`config.mk`:
```
export PLATFORM = sky130hd
export DESIGN_NAME = lfsr_cipher
export DESIGN_NICKNAME = d
export VERILOG_FILES = /design/src/rtl/lfsr_pkg.sv /design/src/rtl/lfsr_next.sv /design/src/rtl/lfsr_cipher.sv
export SDC_FILE = /design/constraint.sdc
export NUM_CORES = 1
export LEC_CHECK = 0
export BUFFER_PORTS_ARGS = -buffer_cell sky130_fd_sc_hd__buf_4
export CORE_MARGIN = 4
export CORE_UTILIZATION = 49
export DETAILED_ROUTE_END_ITERATION = 8
export GPL_ROUTABILITY_DRIVEN = 0
export HOLD_SLACK_MARGIN = 0.05
export PLACE_DENSITY = 0.87
export SETUP_SLACK_MARGIN = 0.4
export SLEW_MARGIN = 40
export SYNTH_ARGS = -nofsm -noshare
export SYNTH_HDL_FRONTEND = slang
export SYNTH_SLANG_ARGS = --single-unit
```
`constraint.sdc`:
```
create_clock -name Clk -period 2.6 [get_ports Clk]
set_clock_uncertainty 0.05 [all_clocks]
set_input_delay 0.26 -clock Clk [delete_from_list [all_inputs] [get_ports Clk]]
set_output_delay 0.26 -clock Clk [all_outputs]
set_load 0.01 [all_outputs]
```
`src/rtl/lfsr_pkg.sv`:
```
// Shared types and widths for the LFSR cipher stage and its helpers.
package lfsr_pkg;

    localparam int W_LFSR = 7;
    localparam int W_DATA = 8;
    localparam int W_CNT  = 8;

    typedef enum logic {
        IDLE = 1'b0,
        RUN  = 1'b1
    } state_t;

endpackage

```
`src/rtl/lfsr_next.sv`:
```
// One Fibonacci LFSR step: shift left, feed back the parity of the tapped bits.
module lfsr_next
    import lfsr_pkg::*;
(
    input  logic [W_LFSR-1:0] state,
    input  logic [W_LFSR-1:0] tap,
    output logic [W_LFSR-1:0] next_state
);

    assign next_state = {state[W_LFSR-2:0], ^(state & tap)};

endmodule

```
`src/rtl/lfsr_cipher.sv`:
```
// Streaming LFSR XOR cipher with load/seed control, valid/ready handshakes,
// a one-entry output register and an end-of-message pulse.
module lfsr_cipher
    import lfsr_pkg::*;
(
    input  logic              Clk,
    input  logic              Reset,
    input  logic              Load,
    input  logic [W_LFSR-1:0] Seed,
    input  logic [3:0]        TapSel,
    input  logic [W_CNT-1:0]  Length,
    output logic [3:0]        TapIndex,
    input  logic [W_LFSR-1:0] Tap,
    input  logic              InValid,
    input  logic [W_DATA-1:0] InData,
    output logic              InReady,
    output logic              OutValid,
    output logic [W_DATA-1:0] OutData,
    input  logic              OutReady,
    output logic              Busy,
    output logic              Done,
    output logic              SeedErr
);

    state_t              state_q, state_d;
    logic [3:0]          tap_index_q, tap_index_d;
    logic [W_LFSR-1:0]   lfsr_q, lfsr_d;
    logic [W_CNT-1:0]    remaining_q, remaining_d;
    logic                out_valid_q, out_valid_d;
    logic [W_DATA-1:0]   out_data_q, out_data_d;
    logic                done_q, done_d;
    logic                seed_err_q, seed_err_d;
    logic                in_ready;
    logic                accept;
    logic [W_LFSR-1:0]   lfsr_adv;

    lfsr_next u_lfsr_next (
        .state      (lfsr_q),
        .tap        (Tap),
        .next_state (lfsr_adv)
    );

    always_comb begin
        state_d     = state_q;
        tap_index_d = tap_index_q;
        lfsr_d      = lfsr_q;
        remaining_d = remaining_q;
        out_valid_d = out_valid_q;
        out_data_d  = out_data_q;
        done_d      = 1'b0;
        seed_err_d  = 1'b0;

        // Load takes priority over a same-cycle byte, so ready is masked by it.
        in_ready = (state_q == RUN) && (!out_valid_q || OutReady) && !Load;
        accept   = InValid && in_ready;

        if (Load) begin
            tap_index_d = TapSel;
            lfsr_d      = Seed;
            remaining_d = Length;
            out_valid_d = 1'b0;
            if (Seed == '0) begin
                state_d    = IDLE;
                seed_err_d = 1'b1;
            end else if (Length == '0) begin
                state_d = IDLE;
                done_d  = 1'b1;
            end else begin
                state_d = RUN;
            end
        end else begin
            if (out_valid_q && OutReady) begin
                out_valid_d = 1'b0;
            end
            if (accept) begin
                out_data_d  = InData ^ {{(W_DATA-W_LFSR){1'b0}}, lfsr_q};
                out_valid_d = 1'b1;
                lfsr_d      = lfsr_adv;
                if (remaining_q != '0) begin
                    remaining_d = remaining_q - W_CNT'(1);
                end
                if (remaining_q == W_CNT'(1)) begin
                    state_d = IDLE;
                    done_d  = 1'b1;
                end
            end
        end
    end

    always_ff @(posedge Clk) begin
        if (Reset) begin
            state_q     <= IDLE;
            tap_index_q <= '0;
            lfsr_q      <= '0;
            remaining_q <= '0;
            out_valid_q <= 1'b0;
            out_data_q  <= '0;
            done_q      <= 1'b0;
            seed_err_q  <= 1'b0;
        end else begin
            state_q     <= state_d;
            tap_index_q <= tap_index_d;
            lfsr_q      <= lfsr_d;
            remaining_q <= remaining_d;
            out_valid_q <= out_valid_d;
            out_data_q  <= out_data_d;
            done_q      <= done_d;
            seed_err_q  <= seed_err_d;
        end
    end

    assign TapIndex = tap_index_q;
    assign InReady  = in_ready;
    assign OutValid = out_valid_q;
    assign OutData  = out_data_q;
    assign Busy     = (state_q == RUN);
    assign Done     = done_q;
    assign SeedErr  = seed_err_q;

endmodule

```
==> summary.md, run 1 <==
| Metric | Value |
|---|---|
| Run status | complete, no violations |
| Fraction of power spent switching nets | 0.277 |
| Source of the critical timing path | remaining_q[0] |
| Area inside the core boundary | ~3000 µm² |
| Violation count after the first detailed-route iteration | 35 |
| Async set or reset register ratio after synthesis | 0 |
| Final critical path time including I/O delays and setup | about 1.8 ns |
| Worst supply voltage drop on vdd | roughly 0.37 mV |
| Top_reg_cell synth | sky130_fd_sc_hd__dfxtp_1 |
| Internal power | 0.000741 W |
| Leading cell type in the layout, fill and taps excluded | sky130_fd_sc_hd__buf_4 |
| Warnings from Yosys | 0 |
| Number of clock buffers inserted by TritonCTS | 5 |
| Static power due to leakage | ~0.85 nW |
| I/O Buffers | between 50 and 60 |
| Number of setup violations in the final report | 0 |
| Power per cell area | between 400 and 500 nW/µm² |
| F_max | 546 MHz |
| Avg Cell Area, Syn | about 8.6 µm² |
| Number of nets with antenna violations after detailed routing | 0 |
| Final Slew Violations | 0 |
| Wire length of the first global-routing pass | roughly 6 mm |
| Layout cell share with drive strength beyond 1 | 0.301 |
| NumNets Final | roughly 280 |
| Required time at the endpoint of the critical path | around 2.8 ns |
| Cell area after synthesis | roughly 1600 µm² |
| Kind of critical path | flip-flop to flip-flop |
| Number of antenna repair diodes | 0 |
| Worst reg-to-reg path cell count | 5 |
| Critical register-to-register path endpoint | remaining_q[5] |
| Critical path peak fanout | 11 |
| Max-cap violations | 0 |
| Cell family contributing the most delay on the critical path | compound AO/OA/AOI/OAI gates |
| Crit Reg-Reg Startpoint | remaining_q[0] |
| R2r setup slk | ~0.77 ns |
| Worst-case headroom to the max-slew limit | 0.554 |
| Crit-path slowest cell | sky130_fd_sc_hd__or4_1 |
| Total iterations of the first detailed-routing run | 4 |
| Synthesized flop and latch total | 31 |
| Post-cts hold buffer count | 0 |
| Clk network pwr share | 0.281 |
| Count of buffers added by post-CTS timing repair for setup | 0 |
| Transition at the pin with the smallest max-transition slack | between 0.6 and 0.7 ns |
| Top library cells by usage in the layout, fill and taps aside | sky130_fd_sc_hd__buf_4, sky130_fd_sc_hd__dfxtp_1, sky130_fd_sc_hd__nor2_1, sky130_fd_sc_hd__nand2_1, sky130_fd_sc_hd__a311oi_1 |
| Post-CTS Resized | 0 |
| Site Rows | 20 |
| Count of buffer and inverter cells on the critical path | 1 |
| Number of flops mapped to enable cells by yosys | 0 |
| Chip height | ~65 µm |
| Overall die area | 4180 µm² |
| Starting density of the core | 0.516 |
| Mapped Nets | 226 |
| Routed WL | 3.78 mm |
| Number of distinct library cells after synthesis | 37 |
| Drt via density | around 5.4 |
| Hpwl dp | between 2 and 3 mm |
| Proportion of power drawn by combinational gates | 0.206 |
| Unrepaired setup endpoints after global routing | false |
| Number of hold-slack violations in the final timing report | 0 |
| Seq/Total Area, Yosys | 0.394 |
| H-tree levels | 2 |
| Per-cell routed wire length | between 10 and 15 µm |
| Clock-pin transition on the worst setup and hold timing paths | 0.10 ns |
| Kind of start point of the critical path | flip-flop |
| Worst min-delay path class | input port to flip-flop |
| Horizontal die dimension | 64.7 µm |
| Largest net degree at the start of global routing | 35 |
| I/O Pins | 56 |
| Clock root cell | sky130_fd_sc_hd__clkbuf_4 |
| Sort of element at the end of the critical path | flip-flop |
| Mapped Cells | 184 |
| Clock tree from TritonCTS | done |
| Residual overflow from global routing | 0 |
| Crit-path max cell delay | approximately 0.48 ns |
| Worst-Skew Late Latency | about 0.33 ns |
| DR DRC count | 0 |
| Logic depth of the worst setup path including buffers | 5 |
| Sinks on the clock net | 31 |
| Arrival time worst endpoint | about 2 ns |
| End of the critical path | remaining_q[5] |
| Pre-CTS setup slack | slightly below 0.8 ns |
| Area delta synth->final | 31.0% |
| Initial antenna violation count | 0 |
| Final worst-path cycle share | 0.705 |
| Sw power | roughly 0.00028 W |
| Overall via count from detail_route | about 1500 |
| Vias in the first global route | 1378 |
| Total routing usage reported by global routing | 0.190 |
| Sequential cell fraction of total power | 0.514 |
| Clock Tree Buf Depth | 2 |
| Worst-path cell chain | inv_1 > ha_1 > a31o_2 > or4_1 > a311oi_1 |
| Worst-case setup margin in the final layout | ~0.77 ns |
| Total negative slack for setup checks | 0 ns |
cells in the mapped netlist, types with 2 or more instances:
cell | n | share of area
sky130_fd_sc_hd__a31oi_1 | 2 | 0.0079
sky130_fd_sc_hd__inv_1 | 5 | 0.012
sky130_fd_sc_hd__o31ai_1 | 4 | 0.019
sky130_fd_sc_hd__nand3_1 | 4 | 0.013
sky130_fd_sc_hd__or2_2 | 2 | 0.0079
sky130_fd_sc_hd__or4_1 | 4 | 0.019
sky130_fd_sc_hd__buf_2 | 2 | 0.0064
sky130_fd_sc_hd__ha_1 | 3 | 0.024
sky130_fd_sc_hd__nand2b_1 | 3 | 0.012
sky130_fd_sc_hd__a211oi_1 | 8 | 0.038
sky130_fd_sc_hd__xnor2_1 | 9 | 0.050
sky130_fd_sc_hd__nor2_1 | 27 | 0.064
sky130_fd_sc_hd__or3_2 | 2 | 0.0095
sky130_fd_sc_hd__mux2i_1 | 5 | 0.032
sky130_fd_sc_hd__dfxtp_1 | 31 | 0.39
sky130_fd_sc_hd__a311oi_1 | 11 | 0.061
sky130_fd_sc_hd__a31o_2 | 2 | 0.011
sky130_fd_sc_hd__a21oi_1 | 3 | 0.0095
sky130_fd_sc_hd__nor4_1 | 5 | 0.020
sky130_fd_sc_hd__and2_1 | 2 | 0.0079
sky130_fd_sc_hd__xnor3_1 | 2 | 0.029
sky130_fd_sc_hd__nor3_1 | 2 | 0.0064
sky130_fd_sc_hd__nand2_1 | 24 | 0.057
sky130_fd_sc_hd__clkbuf_1 | 9 | 0.021
power groups by stage:
stage / sequential [W] / combinational (W) / clock (W)
floorplan: 0.000536 / 0.000123 / 0
global placement: 0.000536 / 0.000207 / 0
detailed placement: 0.000537 / 0.000211 / 0
CTS: 0.000526 / 0.000212 / 0.000291
global route: 0.000531 / 0.000232 / 0.000321
finish: 0.000527 / 0.000211 / 0.000288
logic make-up (layout without fill, tap and decap cells):
kind of cell    Yosys count  count (layout)  synth area share
mux                       5               5            0.0318
fa+ha+maj                 3               3            0.0238
xor+xnor                 11              11            0.0787
simple gates             79              79             0.240
flops                    31              31             0.394
buf+inv                  16              68            0.0397
compound gates           39              39             0.192
worst min-delay path by stage:
stage               endpoint  startpoint  slack [ns]  cells past startpoint
floorplan            SeedErr     Seed[1]        0.29                      1
global placement     SeedErr     Seed[1]        0.41                      2
detailed placement   SeedErr     Seed[1]        0.42                      2
CTS                  SeedErr     Seed[1]        0.06                      2
global route         SeedErr     Seed[1]        0.06                      2
finish               SeedErr     Seed[1]        0.06                      2
routing by layer:
layer,global-route usage,up-vias,part of all wire
met5,0,-,0
met4,0.0739,0,0.017
met3,0.0676,9,0.063
met2,0.334,46,0.50
met1,0.209,696,0.42
li1,-,772,-
through the flow:
step	instances	instance area [µm²]	hold WS, ns	total power [W]	utilization
after floorplan	184	1570	0.289	0.000659	-
after global placement	273	2010	0.414	0.000743	0.657
after detailed placement	273	2010	0.418	0.000748	0.657
after CTS	280	2060	0.0586	0.00103	0.675
after global routing	280	2060	0.0590	0.00108	0.675
final	280	2060	0.0589	0.00103	0.675
final cells by class:
| type | instances | area (µm²) |
|---|---|---|
| clock inverter | 1 | 5.00 |
| sequential | 31 | 621 |
| multi-input combinational | 137 | 891 |
| clock buffer | 6 | 51.3 |
| timing repair buffer | 56 | 420 |
| fill | 260 | 991 |
| tap | 44 | 55.1 |
| inverter | 5 | 18.8 |
sequential cells by signal (all words and copies together) (netlist names):
| register | cells |
|---|---|
| Busy | 1 |
| OutValid | 1 |
| TapIndex | 4 |
| lfsr_q | 7 |
| Done | 1 |
| SeedErr | 1 |
| remaining_q | 8 |
| OutData | 8 |
Power figures use the tool's default switching activity.
==> inputs of run 2 (changes only) <==
Settings changed: ABC_AREA set to 1, CORE_UTILIZATION 49 to 50.
Clock period 2.6 ns to 1.9 ns, I/O delays scaled along.
==> run 2 against run 1 <==
Compared with the run above:
- sequential cell count unchanged
- synthesized cell count rose by 34%
- power increased by 46%
- worst setup slack got worse by 0.25 ns
- routed wire length is 14% higher
- worst hold slack improved by 0.0086 ns
- sequential power grew 39%
- maximum frequency increased by 32%
- first-iteration DRC count grew to 3.1 times the previous value
- critical endpoint is now remaining_q[2]
- area after synthesis increased by 7.6%
- largest power group unchanged
- combinational power rose by 82%
- core utilization is 1.1 points higher
==> summary.md, run 2 <==
| Metric | Value |
|---|---|
| Clock-pin transition on the worst setup and hold timing paths | 0.10 ns (about the same) |
| Worst min-delay path class | input port to flip-flop |
| Per-cell routed wire length | 12.5 µm (-7.5%) |
| Worst-case headroom to the max-slew limit | 0.801 (+0.247) |
| Mapped Nets | 288 (+27%) |
| Clock root cell | sky130_fd_sc_hd__clkbuf_4 |
| Post-Place Cell Area | 2110 µm² (+5.0%) |
| Warnings from Yosys | 0 (unchanged) |
| NumNets Final | 342 (+23%) |
| Site Rows | 20 (unchanged) |
| Top_reg_cell synth | sky130_fd_sc_hd__dfxtp_1 |
| Clock Tree Buf Depth | 2 (unchanged) |
| I/O Pins | 56 (unchanged) |
| Number of nets with antenna violations after detailed routing | 0 (unchanged) |
| Required time at the endpoint of the critical path | 2.06 ns (-0.74 ns) |
| Number of fill cells in the layout | 295 (+13%) |
| Sequential Area | 621 µm² (unchanged) |
| Fraction of power spent switching nets | 0.311 (+0.0339) |
| Wire length of the first global-routing pass | 6.89 mm (+12%) |
| Largest net degree at the start of global routing | 28 (-20%) |
| Total negative slack for setup checks | 0 ns (unchanged) |
| Seq/Total Area, Yosys | 0.367 (-0.0277) |
| Final Slew Violations | 0 (unchanged) |
| I/O Buffers | 55 (unchanged) |
| Area inside the core boundary | 3150 µm² (+3.3%) |
| Multi-input combinational cell area | 925 µm² (+3.8%) |
| Arrival time worst endpoint | 1.55 ns (-0.49 ns) |
| Hpwl dp | 3.26 mm (+15%) |
| Area contributors post-synth | sky130_fd_sc_hd__dfxtp_1, sky130_fd_sc_hd__nand2_1, sky130_fd_sc_hd__a21oi_1 |
| Fraction of post-synthesis cell area in the top cell type by area | 0.367 (-0.0277) |
| Final worst-path cycle share | 0.729 (+0.0245) |
| Violation count after the first detailed-route iteration | 107 (+210%) |
| Critical path peak fanout | 5 (-6) |
| Run status | complete, no violations |
| Clock tree from TritonCTS | done |
| Sw power | 0.000467 W (+64%) |
| Total iterations of the first detailed-routing run | 4 (unchanged) |
| Sinks on the clock net | 31 (unchanged) |
| Unrepaired setup endpoints after global routing | false |
| Number of antenna repair diodes | 0 (unchanged) |
| Clk network pwr share | 0.257 (-0.024) |
| Horizontal die dimension | 66.2 µm (+2.3%) |
| Layout Cell Area excl Fill | 2160 µm² (+4.9%) |
| Overall die area | 4380 µm² (+4.7%) |
| Worst supply voltage drop on vdd | 0.454 mV (+22%) |
| Final critical path time including I/O delays and setup | 1.39 ns (-0.447 ns) |
| Most frequent cells after synthesis | sky130_fd_sc_hd__nand2_1, sky130_fd_sc_hd__dfxtp_1, sky130_fd_sc_hd__a21oi_1, sky130_fd_sc_hd__inv_1, sky130_fd_sc_hd__nand3_1 |
| Overall via count from detail_route | 1771 (+16%) |
| Internal power | 0.00103 W (+40%) |
| Vias in the first global route | 1583 (+15%) |
| Cell area after synthesis | 1690 µm² (+7.6%) |
| Number of distinct library cells after synthesis | 28 (-24%) |
| Top library cells by usage in the layout, fill and taps aside | sky130_fd_sc_hd__nand2_1, sky130_fd_sc_hd__buf_4, sky130_fd_sc_hd__dfxtp_1, sky130_fd_sc_hd__a21oi_1, sky130_fd_sc_hd__inv_1 |
| H-tree levels | 2 (unchanged) |
| Minimum hold slack | 0.0674 ns (+0.00855 ns) |
| Kind of start point of the critical path | flip-flop |
| Synthesized flop and latch total | 31 (unchanged) |
| Residual overflow from global routing | 0 (unchanged) |
| Count of buffers added by post-CTS timing repair for setup | 0 (unchanged) |
| Layout cell share with drive strength beyond 1 | 0.250 (-0.0508) |
| Proportion of power drawn by combinational gates | 0.256 (+0.050) |
| F_max | 722 MHz (+32%) |
| Number of setup violations in the final report | 0 (unchanged) |
| Async set or reset register ratio after synthesis | 0 (unchanged) |
| Total routing usage reported by global routing | 0.202 (+0.0112) |
| Starting density of the core | 0.537 (+0.0213) |
| Initial antenna violation count | 0 (unchanged) |
| Cell accounting for the most synthesized area | sky130_fd_sc_hd__dfxtp_1 |
| Avg Cell Area, Syn | 6.88 µm² (-20%) |
| Number of flops mapped to enable cells by yosys | 0 (unchanged) |
| DR DRC count | 0 (unchanged) |
| Power per cell area | 694 nW/µm² (+40%) |
| Static power due to leakage | 1.04 nW (+22%) |
| Kind of critical path | flip-flop to flip-flop |
| Number of clock buffers inserted by TritonCTS | 5 (unchanged) |
| Chip height | 66.2 µm (+2.3%) |
| Library cell with the highest instance count after synthesis | sky130_fd_sc_hd__nand2_1 |
| Transition at the pin with the smallest max-transition slack | 0.299 ns (-0.370 ns) |
| Leading cell type in the layout, fill and taps excluded | sky130_fd_sc_hd__nand2_1 |
| Routed WL | 4.30 mm (+14%) |
| Max-cap violations | 0 (unchanged) |
| Drt via density | 5.15 (-5.4%) |
| Number of hold-slack violations in the final timing report | 0 (unchanged) |
| Mapped Cells | 246 (+34%) |
| Worst-Skew Late Latency | 0.32 ns (about the same) |
| Sequential cell fraction of total power | 0.487 (-0.027) |
| Area delta synth->final | 27.8% |
| Sort of element at the end of the critical path | flip-flop |
| Finished Core Util | 0.686 (+0.0107) |
==> run 2: worst max-delay path: stages (launching register included) <==
cell,delay (ns)
sky130_fd_sc_hd__dfxtp_1,0.34
sky130_fd_sc_hd__inv_1,0.15
sky130_fd_sc_hd__ha_1,0.29
sky130_fd_sc_hd__nand2_1,0.08
sky130_fd_sc_hd__nand2_1,0.06
sky130_fd_sc_hd__o21ai_0,0.09
sky130_fd_sc_hd__o21ai_0,0.17
sky130_fd_sc_hd__a21oi_1,0.05
==> run 2: cells by family after synthesis <==
| family | share of synthesized area |
|---|---|
| AND/OR/NAND/NOR | 0.322 |
| AO/OA/AOI/OAI | 0.166 |
| buffers and inverters | 0.0872 |
| flip-flops | 0.367 |
| XOR/XNOR | 0.0362 |
| adder cells (fa/ha/maj) | 0.0222 |
==> run 2: final timing paths <==
kind                            slack [ns]  cells past startpoint        endpoint            from
worst min register to register        0.42                      2     TapIndex[1]     TapIndex[1]
worst max-delay path                  0.51                      7  remaining_q[2]  remaining_q[0]
worst min-delay path                  0.07                      3     TapIndex[0]       TapSel[0]
worst max register to register        0.51                      7  remaining_q[2]  remaining_q[0]
==> run 2: layout make-up <==
type                            count  share of cell area
Multi-Input combinational cell    183               0.427
Sequential cell                    31               0.287
Timing Repair Buffer               55               0.191
Inverter                           24              0.0434
Tap cell                           44              0.0254
Clock buffer                        6              0.0237
Clock inverter                      1             0.00231
==> run 2: per-stage QoR <==
step | instances | total power [W] | worst slack [ns]
after global routing | 344 | 0.00159 | 0.406
after global placement | 337 | 0.00112 | 0.528
after detailed placement | 337 | 0.00113 | 0.487
final | 344 | 0.00150 | 0.515
after floorplan | 246 | 0.000988 | 0.708
after CTS | 344 | 0.00150 | 0.519
==> run 2: metal layers <==
layer	part of all wire	GRT usage
met2	0.48	0.327
met4	0.010	0.0609
met5	0	0
met1	0.44	0.267
met3	0.065	0.0408
==> run 2: power groups by stage <==
stage          Sequential [W]  Clock, W  Combinational (W)
6_report             0.000732  0.000385           0.000384
5_1_grt              0.000738  0.000418           0.000432
4_1_cts              0.000731  0.000387           0.000384
3_5_place_dp         0.000746         0           0.000381
3_3_place_gp         0.000745         0           0.000373
2_1_floorplan        0.000742         0           0.000246
==> run 2: repair_timing <==
item | CTS | global route
gates resized for setup | 0 | 1
endpoints found under the setup margin | 0 | 2
hold buffers | 0 | 0
==> inputs of run 3 (changes only) <==
Clock period 1.9 ns to 1.45 ns, I/O delays scaled along.
==> run 3 against run 2 <==
Compared with the run above:
- sequential share of layout area is 4.2 points lower
- die area is the same
- worst hold slack got worse by 0.028 ns
- global-route usage increased by 5.2 points
- non-clock buffer count up 39
- combinational power up 95%
- design area up 24%
- routed wire length grew 65%
- core utilization rose by 16 points
- clock power is 66% higher
- clock-buffer cell count increased by 1
- register-to-register slack got worse by 0.50 ns
- critical path type unchanged
- critical endpoint is now remaining_q[5]
==> summary.md, run 3 (synthesized netlist as in run 2, its figures left out) <==
| Metric | Value |
|---|---|
| Run status | complete, no violations |
| Unrepaired setup endpoints after global routing | true |
| Initial antenna violation count | 0 (unchanged) |
| Count of cells along the worst hold path | 3 (unchanged) |
| Required time at the endpoint of the critical path | 1.68 ns (-0.38 ns) |
| Arrival time worst endpoint | 1.66 ns (+0.11 ns) |
| F_max | 697 MHz (-3.5%) |
| Clock tree from TritonCTS | done |
| Kind of critical path | flip-flop to flip-flop |
| Overall via count from detail_route | 2213 (+25%) |
| Clock Tree Buf Depth | 2 (unchanged) |
| Kind of start point of the critical path | flip-flop |
| NumNets Final | 382 (+12%) |
| Number of antenna repair diodes | 0 (unchanged) |
| Endpoint of the worst hold-timing path | lfsr_q[5] |
| Hpwl dp | 3.34 mm (+2.6%) |
| Vias in the first global route | 1852 (+17%) |
| Critical register-to-register path endpoint | remaining_q[5] |
| I/O Buffers | 55 (unchanged) |
| Residual overflow from global routing | 0 (unchanged) |
| Layout cell share with drive strength beyond 1 | 0.413 (+0.163) |
| Worst-case headroom to the max-slew limit | 0.751 (-0.0501) |
| Transition at the pin with the smallest max-transition slack | 0.374 ns (+0.0752 ns) |
| Sum of internal, switching and leakage power | 0.00237 W (+58%) |
| Total iterations of the first detailed-routing run | 6 (+2) |
| Leading cell type in the layout, fill and taps excluded | sky130_fd_sc_hd__nand2_1 |
| Clock-pin transition on the worst setup and hold timing paths | 0.11 ns (about the same) |
| H-tree levels | 2 (unchanged) |
| Largest net degree at the start of global routing | 25 (-11%) |
| Sort of element at the end of the critical path | flip-flop |
| Worst-Skew Late Latency | 0.37 ns (+0.05 ns) |
| Drt via density | 5.75 (+12%) |
| Minimum hold slack | 0.0392 ns (-0.0282 ns) |
| Routed WL | 7.11 mm (+65%) |
| Max-cap violations | 0 (unchanged) |
| Horizontal die dimension | 66.2 µm (unchanged) |
| Area delta synth->final | 58.4% |
| Site Rows | 20 (unchanged) |
| Sinks on the clock net | 31 (unchanged) |
| Crit Reg-Reg Startpoint | remaining_q[3] |
| Per-cell routed wire length | 18.5 µm (+48%) |
| Overall die area | 4380 µm² (unchanged) |
| Number of nets with antenna violations after detailed routing | 0 (unchanged) |
| Number of setup violations in the final report | 0 (unchanged) |
| I/O Pins | 56 (unchanged) |
| Finished Core Util | 0.850 (+0.164) |
| Chip height | 66.2 µm (unchanged) |
| DR DRC count | 0 (unchanged) |
| Worst Hold Launch | Seed[5] |
| Power per cell area | 882 nW/µm² (+27%) |
| Static power due to leakage | 1.27 nW (+22%) |
| Worst-case setup margin in the final layout | 0.0149 ns (-0.500 ns) |
| Pre-CTS setup slack | 0.122 ns (-0.365 ns) |
| Final critical path time including I/O delays and setup | 1.44 ns (+0.0496 ns) |
| Starting density of the core | 0.537 (unchanged) |
| Final worst-path cycle share | 0.990 (+0.261) |
| Area inside the core boundary | 3150 µm² (unchanged) |
| Number of hold-slack violations in the final timing report | 0 (unchanged) |
| Worst min-delay path class | input port to flip-flop |
| Final Slew Violations | 0 (unchanged) |
| Wire length of the first global-routing pass | 8.41 mm (+22%) |
| Number of clock buffers inserted by TritonCTS | 5 (unchanged) |
| Violation count after the first detailed-route iteration | 247 (+130%) |
| Worst supply voltage drop on vdd | 0.569 mV (+26%) |
| Top library cells by usage in the layout, fill and taps aside | sky130_fd_sc_hd__nand2_1, sky130_fd_sc_hd__buf_4, sky130_fd_sc_hd__a21oi_1, sky130_fd_sc_hd__dfxtp_2, sky130_fd_sc_hd__nand3_1 |
| Worst reg-to-reg path cell count | 7 (unchanged) |
| Critical path peak fanout | 4 (-1) |
| Total routing usage reported by global routing | 0.254 (+0.0520) |
| Clock root cell | sky130_fd_sc_hd__clkbuf_4 |
| R2r setup slk | 0.01 ns (-0.50 ns) |
==> run 3: where the power goes <==
part	switching [W]	total, W	internal (W)
combinational	0.000407	0.000749	0.000343
clock	0.000357	0.000640	0.000283
sequential	0.0000595	0.000976	0.000917
==> run 3: area by class of cell <==
cell class,instances,area [µm²]
Clock buffer,7,65.1
Clock inverter,1,7.51
Fill cell,177,472
Inverter,24,108
Multi-Input combinational cell,184,1010
Sequential cell,31,657
Tap cell,44,55.1
Timing Repair Buffer,94,779
==> run 3: critical path, cell delays in order (launching register included) <==
cell and delay, ns:
sky130_fd_sc_hd__dfxtp_4 0.37, sky130_fd_sc_hd__nor2_4 0.14, sky130_fd_sc_hd__nand3_1 0.19, sky130_fd_sc_hd__nor2_1 0.13
sky130_fd_sc_hd__nand2_1 0.07, sky130_fd_sc_hd__o21ai_0 0.14, sky130_fd_sc_hd__nand2_2 0.09, sky130_fd_sc_hd__a21oi_1 0.18
==> run 3: how the worst max path moves through the flow <==
stage	from	to	depth (start not counted)
final	remaining_q[3]	remaining_q[5]	7
after global placement	remaining_q[6]	remaining_q[2]	8
after detailed placement	remaining_q[5]	remaining_q[2]	8
after global routing	remaining_q[3]	remaining_q[5]	7
after floorplan	remaining_q[3]	remaining_q[2]	8
after CTS	Busy	remaining_q[3]	8
==> run 3: stage by stage <==
| step | instances | cell area, µm² | setup TNS (ns) |
|---|---|---|---|
| after floorplan | 246 | 1710 | 0 |
| after global placement | 342 | 2160 | 0 |
| after detailed placement | 342 | 2160 | 0 |
| after CTS | 374 | 2500 | 0 |
| after global routing | 385 | 2680 | -0.0705 |
| final | 385 | 2680 | 0 |
==> run 3: repair_timing <==
action	in CTS	in global routing
hold buffers	16	0
gates cloned	1	0
endpoints found under the hold margin	17	0
pin swaps	5	8
gates resized for setup	19	37
endpoints found under the setup margin	26	40
buffers inserted	7	11
==> run 3: layer usage <==
metal,global-route usage,wire length [µm]
met2,0.429,3500
met5,0,0
met1,0.293,2530
met4,0.127,399
met3,0.0646,674
